==> src/rtl/fw_msg_pkg.sv <==
// Firmware message interface: register map, message types and FSM states.
package fw_msg_pkg;

    localparam logic [31:0] OFS_CONTROL    = 32'h00;
    localparam logic [31:0] OFS_REPORT     = 32'h04;
    localparam logic [31:0] OFS_WARNING    = 32'h08;
    localparam logic [31:0] OFS_ERROR      = 32'h0C;
    localparam logic [31:0] OFS_MEASURED   = 32'h10;
    localparam logic [31:0] OFS_EXPECTED   = 32'h14;
    localparam logic [31:0] OFS_MEMORY     = 32'h18;
    localparam logic [31:0] OFS_MEMORY_END = 32'h58;

    typedef enum logic [1:0] {
        MSG_REPORT  = 2'd0,
        MSG_WARNING = 2'd1,
        MSG_ERROR   = 2'd2,
        MSG_COMPARE = 2'd3
    } msg_type_e;

    typedef enum logic [2:0] {
        IDLE,
        STR_WAIT,
        STR_WR,
        NUL_WR,
        VAL_A_WR,
        VAL_B_WR,
        CTRL_WR,
        DONE
    } state_e;

    function automatic logic [31:0] val_a_ofs(input msg_type_e t);
        case (t)
            MSG_REPORT:  return OFS_REPORT;
            MSG_WARNING: return OFS_WARNING;
            MSG_ERROR:   return OFS_ERROR;
            default:     return OFS_MEASURED;
        endcase
    endfunction

    function automatic logic [31:0] mem_ofs(input logic [5:0] i);
        return OFS_MEMORY + {26'd0, i[5:2], 2'b00};
    endfunction

    // Byte 0 of each word sits in the most significant lane.
    function automatic logic [3:0] lane_sel(input logic [1:0] lane);
        return 4'h8 >> lane;
    endfunction

endpackage

==> src/rtl/fw_msg_wb_single.sv <==
// One classic Wishbone write: launched by a req pulse, ended by ack, err/rty
// or an access timeout.
module fw_msg_wb_single
    import fw_msg_pkg::*;
#(
    parameter int unsigned TIMEOUT = 16
) (
    input  logic        wb_clk_i,
    input  logic        wb_rst_i,
    input  logic        req,
    input  logic [31:0] addr,
    input  logic [31:0] data,
    input  logic [3:0]  sel,
    output logic        done,
    output logic        err,
    output logic        timeout,
    output logic [31:0] wb_adr_o,
    output logic [31:0] wb_dat_o,
    output logic [3:0]  wb_sel_o,
    output logic        wb_we_o,
    output logic        wb_cyc_o,
    output logic        wb_stb_o,
    output logic [2:0]  wb_cti_o,
    output logic [1:0]  wb_bte_o,
    input  logic        wb_ack_i,
    input  logic        wb_err_i,
    input  logic        wb_rty_i
);

    logic [7:0] cnt;
    logic       fail;
    logic       last_cyc;

    assign fail     = wb_err_i | wb_rty_i;
    assign last_cyc = (cnt == 8'(TIMEOUT - 1));
    assign err      = wb_cyc_o & fail;
    assign done     = wb_cyc_o & ~fail & wb_ack_i;
    assign timeout  = wb_cyc_o & ~fail & ~wb_ack_i & last_cyc;
    assign wb_cti_o = 3'b000;
    assign wb_bte_o = 2'b00;

    always_ff @(posedge wb_clk_i or negedge wb_rst_i) begin
        if (!wb_rst_i) begin
            cnt      <= '0;
            wb_adr_o <= '0;
            wb_dat_o <= '0;
            wb_sel_o <= '0;
            wb_we_o  <= 1'b0;
            wb_cyc_o <= 1'b0;
            wb_stb_o <= 1'b0;
        end else if (wb_cyc_o) begin
            if (err | done | timeout) begin
                wb_cyc_o <= 1'b0;
                wb_stb_o <= 1'b0;
            end else begin
                cnt <= cnt + 8'd1;
            end
        end else if (req) begin
            cnt      <= '0;
            wb_adr_o <= addr;
            wb_dat_o <= data;
            wb_sel_o <= sel;
            wb_we_o  <= 1'b1;
            wb_cyc_o <= 1'b1;
            wb_stb_o <= 1'b1;
        end
    end

endmodule

==> src/rtl/fw_msg_wb_master.sv <==
// Sequences string bytes, terminator, value registers and the control word
// of one firmware message onto Wishbone.
module fw_msg_wb_master
    import fw_msg_pkg::*;
#(
    parameter logic [31:0] BASE_ADDR = 32'h0000_0000,
    parameter int unsigned TIMEOUT   = 16
) (
    input  logic        wb_clk_i,
    input  logic        wb_rst_i,
    input  logic        start_i,
    input  logic [1:0]  msg_type_i,
    input  logic [31:0] value_a_i,
    input  logic [31:0] value_b_i,
    input  logic        str_valid_i,
    input  logic [7:0]  str_data_i,
    input  logic        str_last_i,
    output logic        str_ready_o,
    output logic [31:0] wb_adr_o,
    output logic [31:0] wb_dat_o,
    output logic [3:0]  wb_sel_o,
    output logic        wb_we_o,
    output logic        wb_cyc_o,
    output logic        wb_stb_o,
    output logic [2:0]  wb_cti_o,
    output logic [1:0]  wb_bte_o,
    input  logic [31:0] wb_dat_i,
    input  logic        wb_ack_i,
    input  logic        wb_err_i,
    input  logic        wb_rty_i,
    output logic        busy_o,
    output logic        done_o,
    output logic        bus_err_o,
    output logic        timeout_o,
    output logic        trunc_o
);

    state_e      state;
    msg_type_e   mtype;
    logic [31:0] val_a;
    logic [31:0] val_b;
    logic [5:0]  idx;
    logic [5:0]  idx_nx;
    logic        last_q;
    logic        req;
    logic [31:0] w_addr;
    logic [31:0] w_data;
    logic [3:0]  w_sel;
    logic        wr_done;
    logic        wr_err;
    logic        wr_tmo;
    logic        unused_ok;

    assign unused_ok = ^wb_dat_i;
    assign idx_nx    = (idx == 6'd63) ? idx : idx + 6'd1;

    fw_msg_wb_single #(.TIMEOUT(TIMEOUT)) u_single (
        .wb_clk_i (wb_clk_i),
        .wb_rst_i (wb_rst_i),
        .req      (req),
        .addr     (w_addr),
        .data     (w_data),
        .sel      (w_sel),
        .done     (wr_done),
        .err      (wr_err),
        .timeout  (wr_tmo),
        .wb_adr_o (wb_adr_o),
        .wb_dat_o (wb_dat_o),
        .wb_sel_o (wb_sel_o),
        .wb_we_o  (wb_we_o),
        .wb_cyc_o (wb_cyc_o),
        .wb_stb_o (wb_stb_o),
        .wb_cti_o (wb_cti_o),
        .wb_bte_o (wb_bte_o),
        .wb_ack_i (wb_ack_i),
        .wb_err_i (wb_err_i),
        .wb_rty_i (wb_rty_i)
    );

    always_ff @(posedge wb_clk_i or negedge wb_rst_i) begin
        if (!wb_rst_i) begin
            state       <= IDLE;
            mtype       <= MSG_REPORT;
            val_a       <= '0;
            val_b       <= '0;
            idx         <= '0;
            last_q      <= 1'b0;
            req         <= 1'b0;
            w_addr      <= '0;
            w_data      <= '0;
            w_sel       <= '0;
            str_ready_o <= 1'b0;
            busy_o      <= 1'b0;
            done_o      <= 1'b0;
            bus_err_o   <= 1'b0;
            timeout_o   <= 1'b0;
            trunc_o     <= 1'b0;
        end else begin
            req <= 1'b0;
            case (state)
                IDLE: begin
                    if (start_i) begin
                        mtype       <= msg_type_e'(msg_type_i);
                        val_a       <= value_a_i;
                        val_b       <= value_b_i;
                        idx         <= '0;
                        bus_err_o   <= 1'b0;
                        timeout_o   <= 1'b0;
                        trunc_o     <= 1'b0;
                        busy_o      <= 1'b1;
                        str_ready_o <= 1'b1;
                        state       <= STR_WAIT;
                    end
                end
                STR_WAIT: begin
                    if (str_valid_i) begin
                        last_q <= str_last_i;
                        if (idx != 6'd63) begin
                            str_ready_o <= 1'b0;
                            state       <= STR_WR;
                            req         <= 1'b1;
                            w_addr      <= BASE_ADDR + mem_ofs(idx);
                            w_data      <= {4{str_data_i}};
                            w_sel       <= lane_sel(idx[1:0]);
                        end else begin
                            // Buffer full: drop the byte, keep draining.
                            trunc_o <= 1'b1;
                            if (str_last_i) begin
                                str_ready_o <= 1'b0;
                                state       <= NUL_WR;
                                req         <= 1'b1;
                                w_addr      <= BASE_ADDR + mem_ofs(idx);
                                w_data      <= '0;
                                w_sel       <= lane_sel(idx[1:0]);
                            end
                        end
                    end
                end
                DONE: begin
                    done_o <= 1'b0;
                    busy_o <= 1'b0;
                    state  <= IDLE;
                end
                default: begin
                    if (wr_err) begin
                        bus_err_o <= 1'b1;
                        done_o    <= 1'b1;
                        state     <= DONE;
                    end else if (wr_tmo) begin
                        timeout_o <= 1'b1;
                        done_o    <= 1'b1;
                        state     <= DONE;
                    end else if (wr_done) begin
                        case (state)
                            STR_WR: begin
                                idx <= idx_nx;
                                if (last_q) begin
                                    state  <= NUL_WR;
                                    req    <= 1'b1;
                                    w_addr <= BASE_ADDR + mem_ofs(idx_nx);
                                    w_data <= '0;
                                    w_sel  <= lane_sel(idx_nx[1:0]);
                                end else begin
                                    state       <= STR_WAIT;
                                    str_ready_o <= 1'b1;
                                end
                            end
                            NUL_WR: begin
                                state  <= VAL_A_WR;
                                req    <= 1'b1;
                                w_addr <= BASE_ADDR + val_a_ofs(mtype);
                                w_data <= val_a;
                                w_sel  <= 4'hF;
                            end
                            VAL_A_WR: begin
                                req   <= 1'b1;
                                w_sel <= 4'hF;
                                if (mtype == MSG_COMPARE) begin
                                    state  <= VAL_B_WR;
                                    w_addr <= BASE_ADDR + OFS_EXPECTED;
                                    w_data <= val_b;
                                end else begin
                                    state  <= CTRL_WR;
                                    w_addr <= BASE_ADDR + OFS_CONTROL;
                                    w_data <= 32'h1 << mtype;
                                end
                            end
                            VAL_B_WR: begin
                                state  <= CTRL_WR;
                                req    <= 1'b1;
                                w_addr <= BASE_ADDR + OFS_CONTROL;
                                w_data <= 32'h1 << mtype;
                                w_sel  <= 4'hF;
                            end
                            CTRL_WR: begin
                                state  <= DONE;
                                done_o <= 1'b1;
                            end
                            default: state <= IDLE;
                        endcase
                    end
                end
            endcase
        end
    end

endmodule

==> config.mk <==
export PLATFORM = sky130hd
export DESIGN_NAME = fw_msg_wb_master
export DESIGN_NICKNAME = d
export VERILOG_FILES = /design/src/rtl/fw_msg_pkg.sv /design/src/rtl/fw_msg_wb_single.sv /design/src/rtl/fw_msg_wb_master.sv
export SDC_FILE = /design/constraint.sdc
export NUM_CORES = 1
export LEC_CHECK = 0
export CORE_ASPECT_RATIO = 1.2
export CORE_MARGIN = 10
export CORE_UTILIZATION = 54
export DETAILED_ROUTE_END_ITERATION = 16
export PLACE_DENSITY_LB_ADDON = 0.15
export SYNTH_ARGS = -nofsm -noshare
export SYNTH_HDL_FRONTEND = slang
export SYNTH_SLANG_ARGS = --single-unit
export TNS_END_PERCENT = 10
==> constraint.sdc <==
create_clock -name wb_clk_i -period 4.47 [get_ports wb_clk_i]
set_input_delay 0.447 -clock wb_clk_i [delete_from_list [all_inputs] [get_ports wb_clk_i]]
set_output_delay 0.447 -clock wb_clk_i [all_outputs]
set_load 0.1 [all_outputs]
== Word level (Yosys, flattened, before mapping) ==
Cells that the tools add are included.

* $add $sub $neg: 4
* Equality and inequality tests: 27
* Shifts and indexed selects: 3
* Multiplexer cells: 92
* Bitwise gates (word level): 15
* Reductions and logical operators: 37

{| class="wikitable"
|+ Operators with widths
! operator !! number
|-
| $mux 32 || 16
|-
| $pmux 32 s4 || 2
|-
| $pmux 32 s2 || 2
|-
| $mux 6 || 6
|-
| $mux 1 || 32
|-
| $shl 1x2->32 const A || 1
|-
| $mux 4 || 7
|-
| $mux 8 || 3
|-
| $mux 3 || 7
|-
| $ne 2x2->1 const B || 9
|-
| $pmux 4 s2 || 2
|-
| $reduce_and 8->1 || 2
|-
| $reduce_bool 2->1 || 8
|-
| $pmux 3 s5 || 1
|-
| $pmux 5 s3 || 1
|-
| $add 5x6->7 const A || 2
|-
| $pmux 1 s2 || 7
|-
| $eq 3x3->1 const B || 4
|-
| $ne 3x3->1 const B || 4
|-
| $pmux 6 s2 || 1
|-
| $reduce_and 2->1 || 6
|-
| $reduce_and 4->1 || 3
|-
| $pmux 3 s3 || 1
|-
| $reduce_and 9->1 || 1
|-
| 27 further kinds || 50
|}

* Bits in registers: 230
* Input port bits: 114
* Output and inout port bits: 82
* Logic and storage cells: 201

== Depth between registers and ports, before layout ==
Gate-level depths: netlist of run 1.

* Depth in word-level cells: 9
* Gate-level depth with buffers: 11
* Mapped depth without buffers: 9

== Hierarchy ==
A second synthesis of run 1 with hierarchy kept.

* Cells, all modules: 1,002
* Area total of the unflattened synthesis: 9,153.8 um2

{| class="wikitable"
|+ Modules (own cells, without submodules)
! module !! instances !! cells an instance !! area each (um2) !! seq. area each (um2)
|-
| fw_msg_wb_master || 1 || 647 || 5,963.2 || 3,103.0
|-
| fw_msg_wb_single || 1 || 355 || 3,190.6 || 1,976.9
|}

== Worst setup path after synthesis of run 1 ==
No wires, ideal clock.

* Path type: flip-flop to flip-flop
* Start point: register u_single.wb_cyc_o
* End point: register state[1]
* Setup time: 128 ps
* Data arrival time: 2,309 ps
* Required time: 4,342 ps
* Slack: 2,034 ps
* Cell stages (with the launch flop): 6
* Path buffers: 0
* Clock period less this slack: 2,436 ps
* Path through: dfrtp_1 > or4b_4 > nor3_4 > o22ai_2 > nor2_2 > mux2_1

* Cells in the longest elaborated chain, start to end: 6
* Elaborated cells between the ends (all ways): 10
* Those cells by class: mux (3); bitwise (5); reduce/logical (2)

{| class="wikitable"
|+ RTL lines
! what !! RTL line !! source
|-
| start: declaration || fw_msg_wb_single.sv:21 || <nowiki>output logic wb_cyc_o,</nowiki>
|-
| start signal: assignment || fw_msg_wb_single.sv:49 || <nowiki>wb_cyc_o <= 1'b0;</nowiki>
|-
| start signal: assignment || fw_msg_wb_single.sv:53 || <nowiki>wb_cyc_o <= 1'b0;</nowiki>
|-
| start signal: assignment || fw_msg_wb_single.sv:64 || <nowiki>wb_cyc_o <= 1'b1;</nowiki>
|-
| $and 1x1->1 || fw_msg_wb_single.sv:37, fw_msg_wb_single.sv:38 ||
|-
| $and 1x1->1 (2 in a row) || fw_msg_wb_single.sv:38 || <nowiki>assign timeout = wb_cyc_o & ~fail & ~wb_ack_i & last_cyc;</nowiki>
|-
| $mux 3 || fw_msg_wb_master.sv:149 || <nowiki>end else if (wr_tmo) begin</nowiki>
|-
| $mux 3 || fw_msg_wb_master.sv:145 || <nowiki>if (wr_err) begin</nowiki>
|-
| $pmux 3 s3 || fw_msg_wb_master.sv:100 || <nowiki>case (state)</nowiki>
|-
| end signal: assignment || fw_msg_wb_master.sv:142 || <nowiki>state <= IDLE;</nowiki>
|-
| end signal: assignment || fw_msg_wb_master.sv:148 || <nowiki>state <= DONE;</nowiki>
|-
| end signal: assignment || fw_msg_wb_master.sv:152 || <nowiki>state <= DONE;</nowiki>
|-
| end: declaration || fw_msg_wb_master.sv:38 || <nowiki>state_e state;</nowiki>
|}

Several ways; a longest one is shown, not always the timed one.
A chain may end at the register's enable or synchronous reset.

== Worst setup path after layout of run 1 ==
* Start point: register idx[0]
* End point: register w_addr[4]

* Cells in the longest elaborated chain, start to end: 9
* Elaborated cells between the ends (all ways): 15
* Those cells by class: add/sub (2); eq/ne (3); mux (9); reduce/logical (1)

{| class="wikitable"
|+ RTL lines
! what !! RTL line !! source
|-
| start: declaration || fw_msg_wb_master.sv:42 || <nowiki>logic [5:0] idx;</nowiki>
|-
| start signal: assignment || fw_msg_wb_master.sv:156 || <nowiki>idx <= idx_nx;</nowiki>
|-
| $add 6x1->6 / $eq 6x6->1 (equally long branches) || fw_msg_wb_master.sv:55 || <nowiki>assign idx_nx = (idx == 6'd63) ? idx : idx + 6'd1;</nowiki>
|-
| $mux 6 || fw_msg_wb_master.sv:55 ||
|-
| $add 5x6->7 || fw_msg_pkg.sv:41 || <nowiki>return OFS_MEMORY + {26'd0, i[5:2], 2'b00};</nowiki>
|-
| $mux 32 || fw_msg_wb_master.sv:157 || <nowiki>if (last_q) begin</nowiki>
|-
| $pmux 32 s4 || fw_msg_wb_master.sv:154 || <nowiki>case (state)</nowiki>
|-
| $mux 32 || fw_msg_wb_master.sv:153 || <nowiki>end else if (wr_done) begin</nowiki>
|-
| $mux 32 || fw_msg_wb_master.sv:149 ||
|-
| $mux 32 || fw_msg_wb_master.sv:145 ||
|-
| $pmux 32 s2 || fw_msg_wb_master.sv:100 ||
|-
| end signal: assignment || fw_msg_wb_master.sv:122 || <nowiki>w_addr <= BASE_ADDR + mem_ofs(idx);</nowiki>
|-
| end signal: assignment || fw_msg_wb_master.sv:160 || <nowiki>w_addr <= BASE_ADDR + mem_ofs(idx_nx);</nowiki>
|-
| end signal: assignment || fw_msg_wb_master.sv:171 || <nowiki>w_addr <= BASE_ADDR + val_a_ofs(mtype);</nowiki>
|-
| end: declaration || fw_msg_wb_master.sv:46 || <nowiki>logic [31:0] w_addr;</nowiki>
|}

Several ways; a longest one is shown, not always the timed one. The select of a mux whose other input is x is not followed.

==> results of run 1 <==
## sequential cells by signal, summed over array words and instances, names as in the netlist, 2 cells and up
signal,flops
w_data,32
w_addr,5
val_b,32
state,3
u_single.wb_adr_o,5
val_a,32
mtype,2
idx,6
u_single.wb_sel_o,4
w_sel,4
u_single.wb_dat_o,32
u_single.cnt,8
## critical path: cells and delay by family (launching register included)
family	cells	cell delay, ns
and+or+nand+nor	4	1.01
adders and majority gates	2	0.68
muxes	1	0.30
AOI/OAI and AO/OA	2	0.29
DFF	1	0.56
## stage by stage
step           hold slack [ns]  utilization
2_1_floorplan            0.151            -
3_3_place_gp             0.452        0.632
3_5_place_dp             0.455        0.632
4_1_cts                 0.0819        0.672
5_1_grt                  0.109        0.672
6_report                0.0421        0.672
## logic make-up (layout without fill, tap and decap cells)
group           after synthesis  in the layout  synth area share
compound gates              149            149             0.123
simple gates                345            345             0.182
buf+inv                      96            179            0.0666
fa+ha+maj                    12             12            0.0183
xor+xnor                      3              3           0.00321
mux                          51             51            0.0694
flops                       176            176             0.538
other cells                   1             32          0.000458
## synth_stat cells (3+ instances only)
cell | n | area share
sky130_fd_sc_hd__and3_1 | 8 | 0.0061
sky130_fd_sc_hd__a21oi_1 | 28 | 0.017
sky130_fd_sc_hd__nor3_1 | 6 | 0.0037
sky130_fd_sc_hd__buf_2 | 18 | 0.011
sky130_fd_sc_hd__a22oi_1 | 14 | 0.013
sky130_fd_sc_hd__nand3_1 | 13 | 0.0079
sky130_fd_sc_hd__ha_1 | 12 | 0.018
sky130_fd_sc_hd__buf_4 | 37 | 0.034
sky130_fd_sc_hd__clkbuf_1 | 24 | 0.011
sky130_fd_sc_hd__nor2_1 | 62 | 0.028
sky130_fd_sc_hd__o21a_1 | 3 | 0.0027
sky130_fd_sc_hd__mux2i_1 | 5 | 0.0061
sky130_fd_sc_hd__buf_6 | 3 | 0.0041
sky130_fd_sc_hd__inv_1 | 13 | 0.0060
sky130_fd_sc_hd__and2_1 | 3 | 0.0023
sky130_fd_sc_hd__a21oi_2 | 10 | 0.011
sky130_fd_sc_hd__nand2b_1 | 9 | 0.0069
sky130_fd_sc_hd__o31ai_1 | 7 | 0.0064
sky130_fd_sc_hd__dfrtp_1 | 176 | 0.54
sky130_fd_sc_hd__a31oi_1 | 22 | 0.017
sky130_fd_sc_hd__nor2b_1 | 4 | 0.0031
sky130_fd_sc_hd__mux2_2 | 44 | 0.060
sky130_fd_sc_hd__o22ai_1 | 5 | 0.0038
sky130_fd_sc_hd__nand2_1 | 219 | 0.10
sky130_fd_sc_hd__a311oi_1 | 3 | 0.0032
sky130_fd_sc_hd__o21ai_0 | 25 | 0.015
sky130_fd_sc_hd__a221oi_1 | 16 | 0.017
## report_power, final
part | total (mW) | internal [mW] | switching [mW]
logic | 3.91 | 1.11 | 2.79
registers | 2.79 | 2.30 | 0.489
clock network | 1.53 | 0.919 | 0.607
total | 8.23 | 4.34 | 3.89
## routing by layer
metal	part of all wire	up-vias	routed length (µm)	global-route usage
met3	0.054	34	1150	0.0522
met2	0.51	250	10900	0.350
met1	0.41	3125	8700	0.250
met5	0	-	0	0
li1	-	2987	-	-
met4	0.020	0	429	0.0771
## worst paths after layout
path	to	cells after the start
max	w_addr[4]	9
max reg2reg	w_addr[4]	9
max in group asynchronous	val_b[24]	2
min reg2reg	u_single.wb_we_o	1
min in group wb_clk_i	u_single.wb_we_o	1
min	w_sel[3]	1
## final cells by class
type / instances / area [µm²]
fillers: 1258 / 4910
flip-flops and latches: 176 / 4400
multi-input cells: 592 / 3380
repair buffers: 136 / 1360
clock buffers: 21 / 470
well taps: 204 / 255
clock inverters: 9 / 130
inverters: 13 / 48.8
==> results.yml, run 1 <==
cts:
  clkTransAtPathRegs_ns: 0.06
  ctsResizeCount: 0
  clkLatencyLatePin_ns: 0.43
  numCtsBuffers: 17
  clock_sinks: 176
  cts.hold.buffers_added: 0
  cts_htree_levels: 4
  cts.repair_timing.setup_buffer_count: 0
  clock_path_buffers: 2
  cts_tree: "built"
  clockRootBuffer: "sky130_fd_sc_hd__clkbuf_16"
die:
  floorplan.die_area_um2: 20500
  die-height_um: 155
  num_io_pins: 196
  placementRows: 49
  effective_utilization_at_floorplan: 0.548
  floorplan.core_area_um2: 15000
  fp.dieW_um: 132
critical_path:
  crit_path_max_fanout: 14
  cp_slowest_stage_delay_ns: 0.56
  worst-setup-path-type: "reg -> reg"
  timing.critical_path.from: "idx[0]"
  endpoint_kind: "flop"
  cp-start-kind: "flop"
  rr_startpoint: "idx[0]"
  slowest_stage: "sky130_fd_sc_hd__dfrtp_1"
  r2r_slack_ns: 1.51
  cell_by_cell_trace_of_the_critical_path: "ha_1 > and4_1 > nand2_1 > and2_1 > ha_1 > nor2_1 > a211oi_1 > a21oi_1 > mux2_2"
  timing.critical_path.mode_cell: "sky130_fd_sc_hd__ha_1"
  worst_ep_arrival_time_ns: 3.27
  timing.critical_path.required_ns: 4.78
detailed_routing:
  drt_drc_violations_left: 0
  totalWireLength_mm: 21.1
  first_iter_violations: 600
  via_count_of_the_routed_design: 6396
  drt.antenna.violating_nets: 0
  first_pass_iters: 5
  routedWlPerCell_um: 18.4
  vias_per_cell: 5.56
sta:
  final_min_period_over_clock_period: 0.663
  final.setup.worst_slack_ns: 1.51
  rsz0062_at_grt: "no"
  finalWorstPathRequiredPeriod_ns: 2.96
  final-max-slew-violation-count: 0
  tns_ns: 0
  worstMarginPinSlew_ns: 1.21
  worst_slew_margin_rel: 0.188
  clock-skew-final_ns: 0.00581
  max_freq_mhz: 338
  finalSetupViolations: 0
  report.final.hold_viol_count: 0
global_routing:
  antenna_found_initial: 0
  largest_net_degree_at_the_start_of_global_routing: 95
  grt-ovfl-total: 0
  gr-usage-all-layers: 0.207
  first_global_vias: 6598
  grt_first_pass_wirelength_mm: 34.2
run_status:
  run_status: "complete, no violations"
synthesis:
  synth-edff-count: 0
  synthesized_area_divided_by_synthesized_cell_count_um2: 9.83
  synthDistinctLibCells: 59
  ys_seq_area_frac: 0.538
  yosys_register_bits: 176
  yosys_warnings: 0
  postSynth.topFlopCell: "sky130_fd_sc_hd__dfrtp_1"
  synthCells: 833
  syn_area_um2: 8190
  postSynth.asyncResetShare: 1.00
layout:
  mostFrequentLayoutCell: "sky130_fd_sc_hd__nand2_1"
  layout_common_cells: "sky130_fd_sc_hd__nand2_1 (219), sky130_fd_sc_hd__dfrtp_1 (176), sky130_fd_sc_hd__clkdlybuf4s50_1 (130)"
  post_route_cells_drive_above_1_share: 0.107
  synthesis_to_layout_area_growth_pct: 22.7
  antenna-diode-count: 0
  finalInstanceArea_um2: 10000
  final_nets: 1062
  stdcell_count: 1151
flow_run:
  drv.max_cap_violation_count: 0
placed_design:
  cells_after_dpl: 1121
  globalplace.congestion: 0.846
  placement.setup.worst_slack_ns: 1.58
  hpwl_mm: 14.9
  cell_area_reported_after_detailed_placement_um2: 9450
  buffer_ports.inserted: 131
power:
  power.static_leakage_nw: 4.51
  ir_worst_vdd_mv: 0.350
  power_per_cell_area_nw_per_um2: 819
  totalPowerFinal_mw: 8.23
min_path:
  timing.hold.worst.class: "in -> async"
Power figures use the tool's default switching activity.
==> run 2: changes to the inputs <==
Settings changed: CORE_UTILIZATION 54 to 50.
Clock period 4.47 ns to 3 ns, I/O delays scaled along.
==> results.yml, run 2 (synthesis gave the netlist of run 1 again) <==
global_routing:
  grt_first_pass_wirelength_mm: 32.8
  first_global_vias: 6286
  largest_net_degree_at_the_start_of_global_routing: 88
  gr-usage-all-layers: 0.189
  antenna_found_initial: 1
  grt-ovfl-total: 0
critical_path:
  r2r_cells: 9
  cp_slowest_stage_delay_ns: 0.47
  worst-setup-path-type: "reg -> reg"
  cell_by_cell_trace_of_the_critical_path: "ha_1 > and4_1 > nand2_1 > and2_1 > ha_1 > nor2_1 > a211oi_1 > a21oi_1 > mux2_2"
  crit_path_max_fanout: 8
  timing.critical_path.mode_cell: "sky130_fd_sc_hd__ha_1"
  timing.rr.end: "w_addr[4]"
  worst_ep_arrival_time_ns: 2.78
  timing.critical_path.required_ns: 3.31
  r2r_slack_ns: 0.54
  endpoint_kind: "flop"
  rr_startpoint: "idx[1]"
  slowest_stage: "sky130_fd_sc_hd__dfrtp_1"
  cp-start-kind: "flop"
  timing.critical_path.from: "idx[1]"
cts:
  ctsResizeCount: 0
  clock_path_buffers: 2
  cts_htree_levels: 4
  clkLatencyLatePin_ns: 0.43
  clock_sinks: 176
  clkTransAtPathRegs_ns: 0.07
  numCtsBuffers: 17
  clockRootBuffer: "sky130_fd_sc_hd__clkbuf_16"
  cts_tree: "built"
sta:
  finalWorstPathRequiredPeriod_ns: 2.46
  finalSetupViolations: 0
  report.final.hold_viol_count: 0
  clock-skew-final_ns: 0.00850
  tns_ns: 0
  max_freq_mhz: 406
  worstMarginPinSlew_ns: 0.792
  final-max-slew-violation-count: 0
  final_min_period_over_clock_period: 0.821
  worst_slew_margin_rel: 0.472
  rsz0062_at_grt: "no"
die:
  die-height_um: 160
  num_io_pins: 196
  effective_utilization_at_floorplan: 0.507
  floorplan.core_area_um2: 16100
  placementRows: 51
  fp.dieW_um: 137
  floorplan.die_area_um2: 21900
detailed_routing:
  via_count_of_the_routed_design: 6200
  drt.antenna.violating_nets: 0
  first_iter_violations: 407
  vias_per_cell: 5.27
  drt_drc_violations_left: 0
  first_pass_iters: 6
  routedWlPerCell_um: 17.4
  totalWireLength_mm: 20.5
placed_design:
  globalplace.congestion: 0.875
  buffer_ports.inserted: 131
  hpwl_mm: 14.6
layout:
  final_nets: 1077
  fill_cells: 1410
  mostFrequentLayoutCell: "sky130_fd_sc_hd__nand2_1"
  layout_common_cells: "sky130_fd_sc_hd__nand2_1 (219), sky130_fd_sc_hd__dfrtp_1 (176), sky130_fd_sc_hd__clkdlybuf4s50_1 (80)"
  multi_input_area_um2: 3380
  seqCellArea_um2: 4400
  synthesis_to_layout_area_growth_pct: 23.0
  post_route_cells_drive_above_1_share: 0.173
flow_run:
  drv.max_cap_violation_count: 0
min_path:
  whs_path_depth: 3
  min-delay-start: "value_a_i[20]"
  timing.hold.worst.class: "in -> reg"
  min_to: "val_a[20]"
power:
  power.static_leakage_nw: 4.63
  totalPowerFinal_mw: 12.1
  ir_worst_vdd_mv: 0.569
  power_per_cell_area_nw_per_um2: 1200
run_status:
  run_status: "complete, no violations"
run 2: worst max path at each step:
stage | end | cells past startpoint
floorplan | state[1] | 5
global placement | w_addr[4] | 9
detailed placement | w_addr[4] | 9
CTS | w_addr[4] | 9
global route | w_addr[4] | 9
finish | w_addr[4] | 9
run 2: repair_timing:
item,CTS,global route
setup endpoints to repair,0,0
hold buffers,1,0
hold endpoints to repair,84,0
buffers inserted,0,0
run 2: layout make-up:
| class | instances | area share |
|---|---|---|
| antenna | 1 | 0.000248 |
| clock buffer | 19 | 0.0440 |
| clock inverter | 13 | 0.0130 |
| inverter | 13 | 0.00484 |
| multi-input combinational | 592 | 0.335 |
| sequential | 176 | 0.437 |
| tap | 212 | 0.0263 |
| timing repair buffer | 151 | 0.139 |
run 2: routing by layer:
layer  track usage  up-vias  wire [µm]
met2         0.302      181       9970
met5             0        -          0
met1         0.240     2977       8780
li1              -     3013          -
met3        0.0518       29       1370
met4        0.0701        0        405
run 2: where the power goes:
part | switching [mW] | total, mW | internal, mW
Combinational | 4.22 | 5.86 | 1.64
Clock | 0.971 | 2.15 | 1.18
Sequential | 0.646 | 4.08 | 3.43
run 2: metrics by stage:
stage	util	setup WS (ns)	cell area, µm²	hold slack [ns]	instances
2_1_floorplan	-	0.564	8310	0.00441	864
4_1_cts	0.624	0.539	10100	0.372	1176
6_report	0.624	0.537	10100	0.394	1177
3_3_place_gp	0.588	0.570	9490	0.410	1143
5_1_grt	0.624	0.340	10100	0.385	1177
3_5_place_dp	0.588	0.540	9490	0.410	1143
run 2: worst max-delay path: cells and delay by family (launching register included):
| kind | cells | cell delay [ns] |
|---|---|---|
| simple gates | 4 | 0.68 |
| fa+ha+maj | 2 | 0.63 |
| flops | 1 | 0.47 |
| compound gates | 2 | 0.28 |
| mux | 1 | 0.29 |
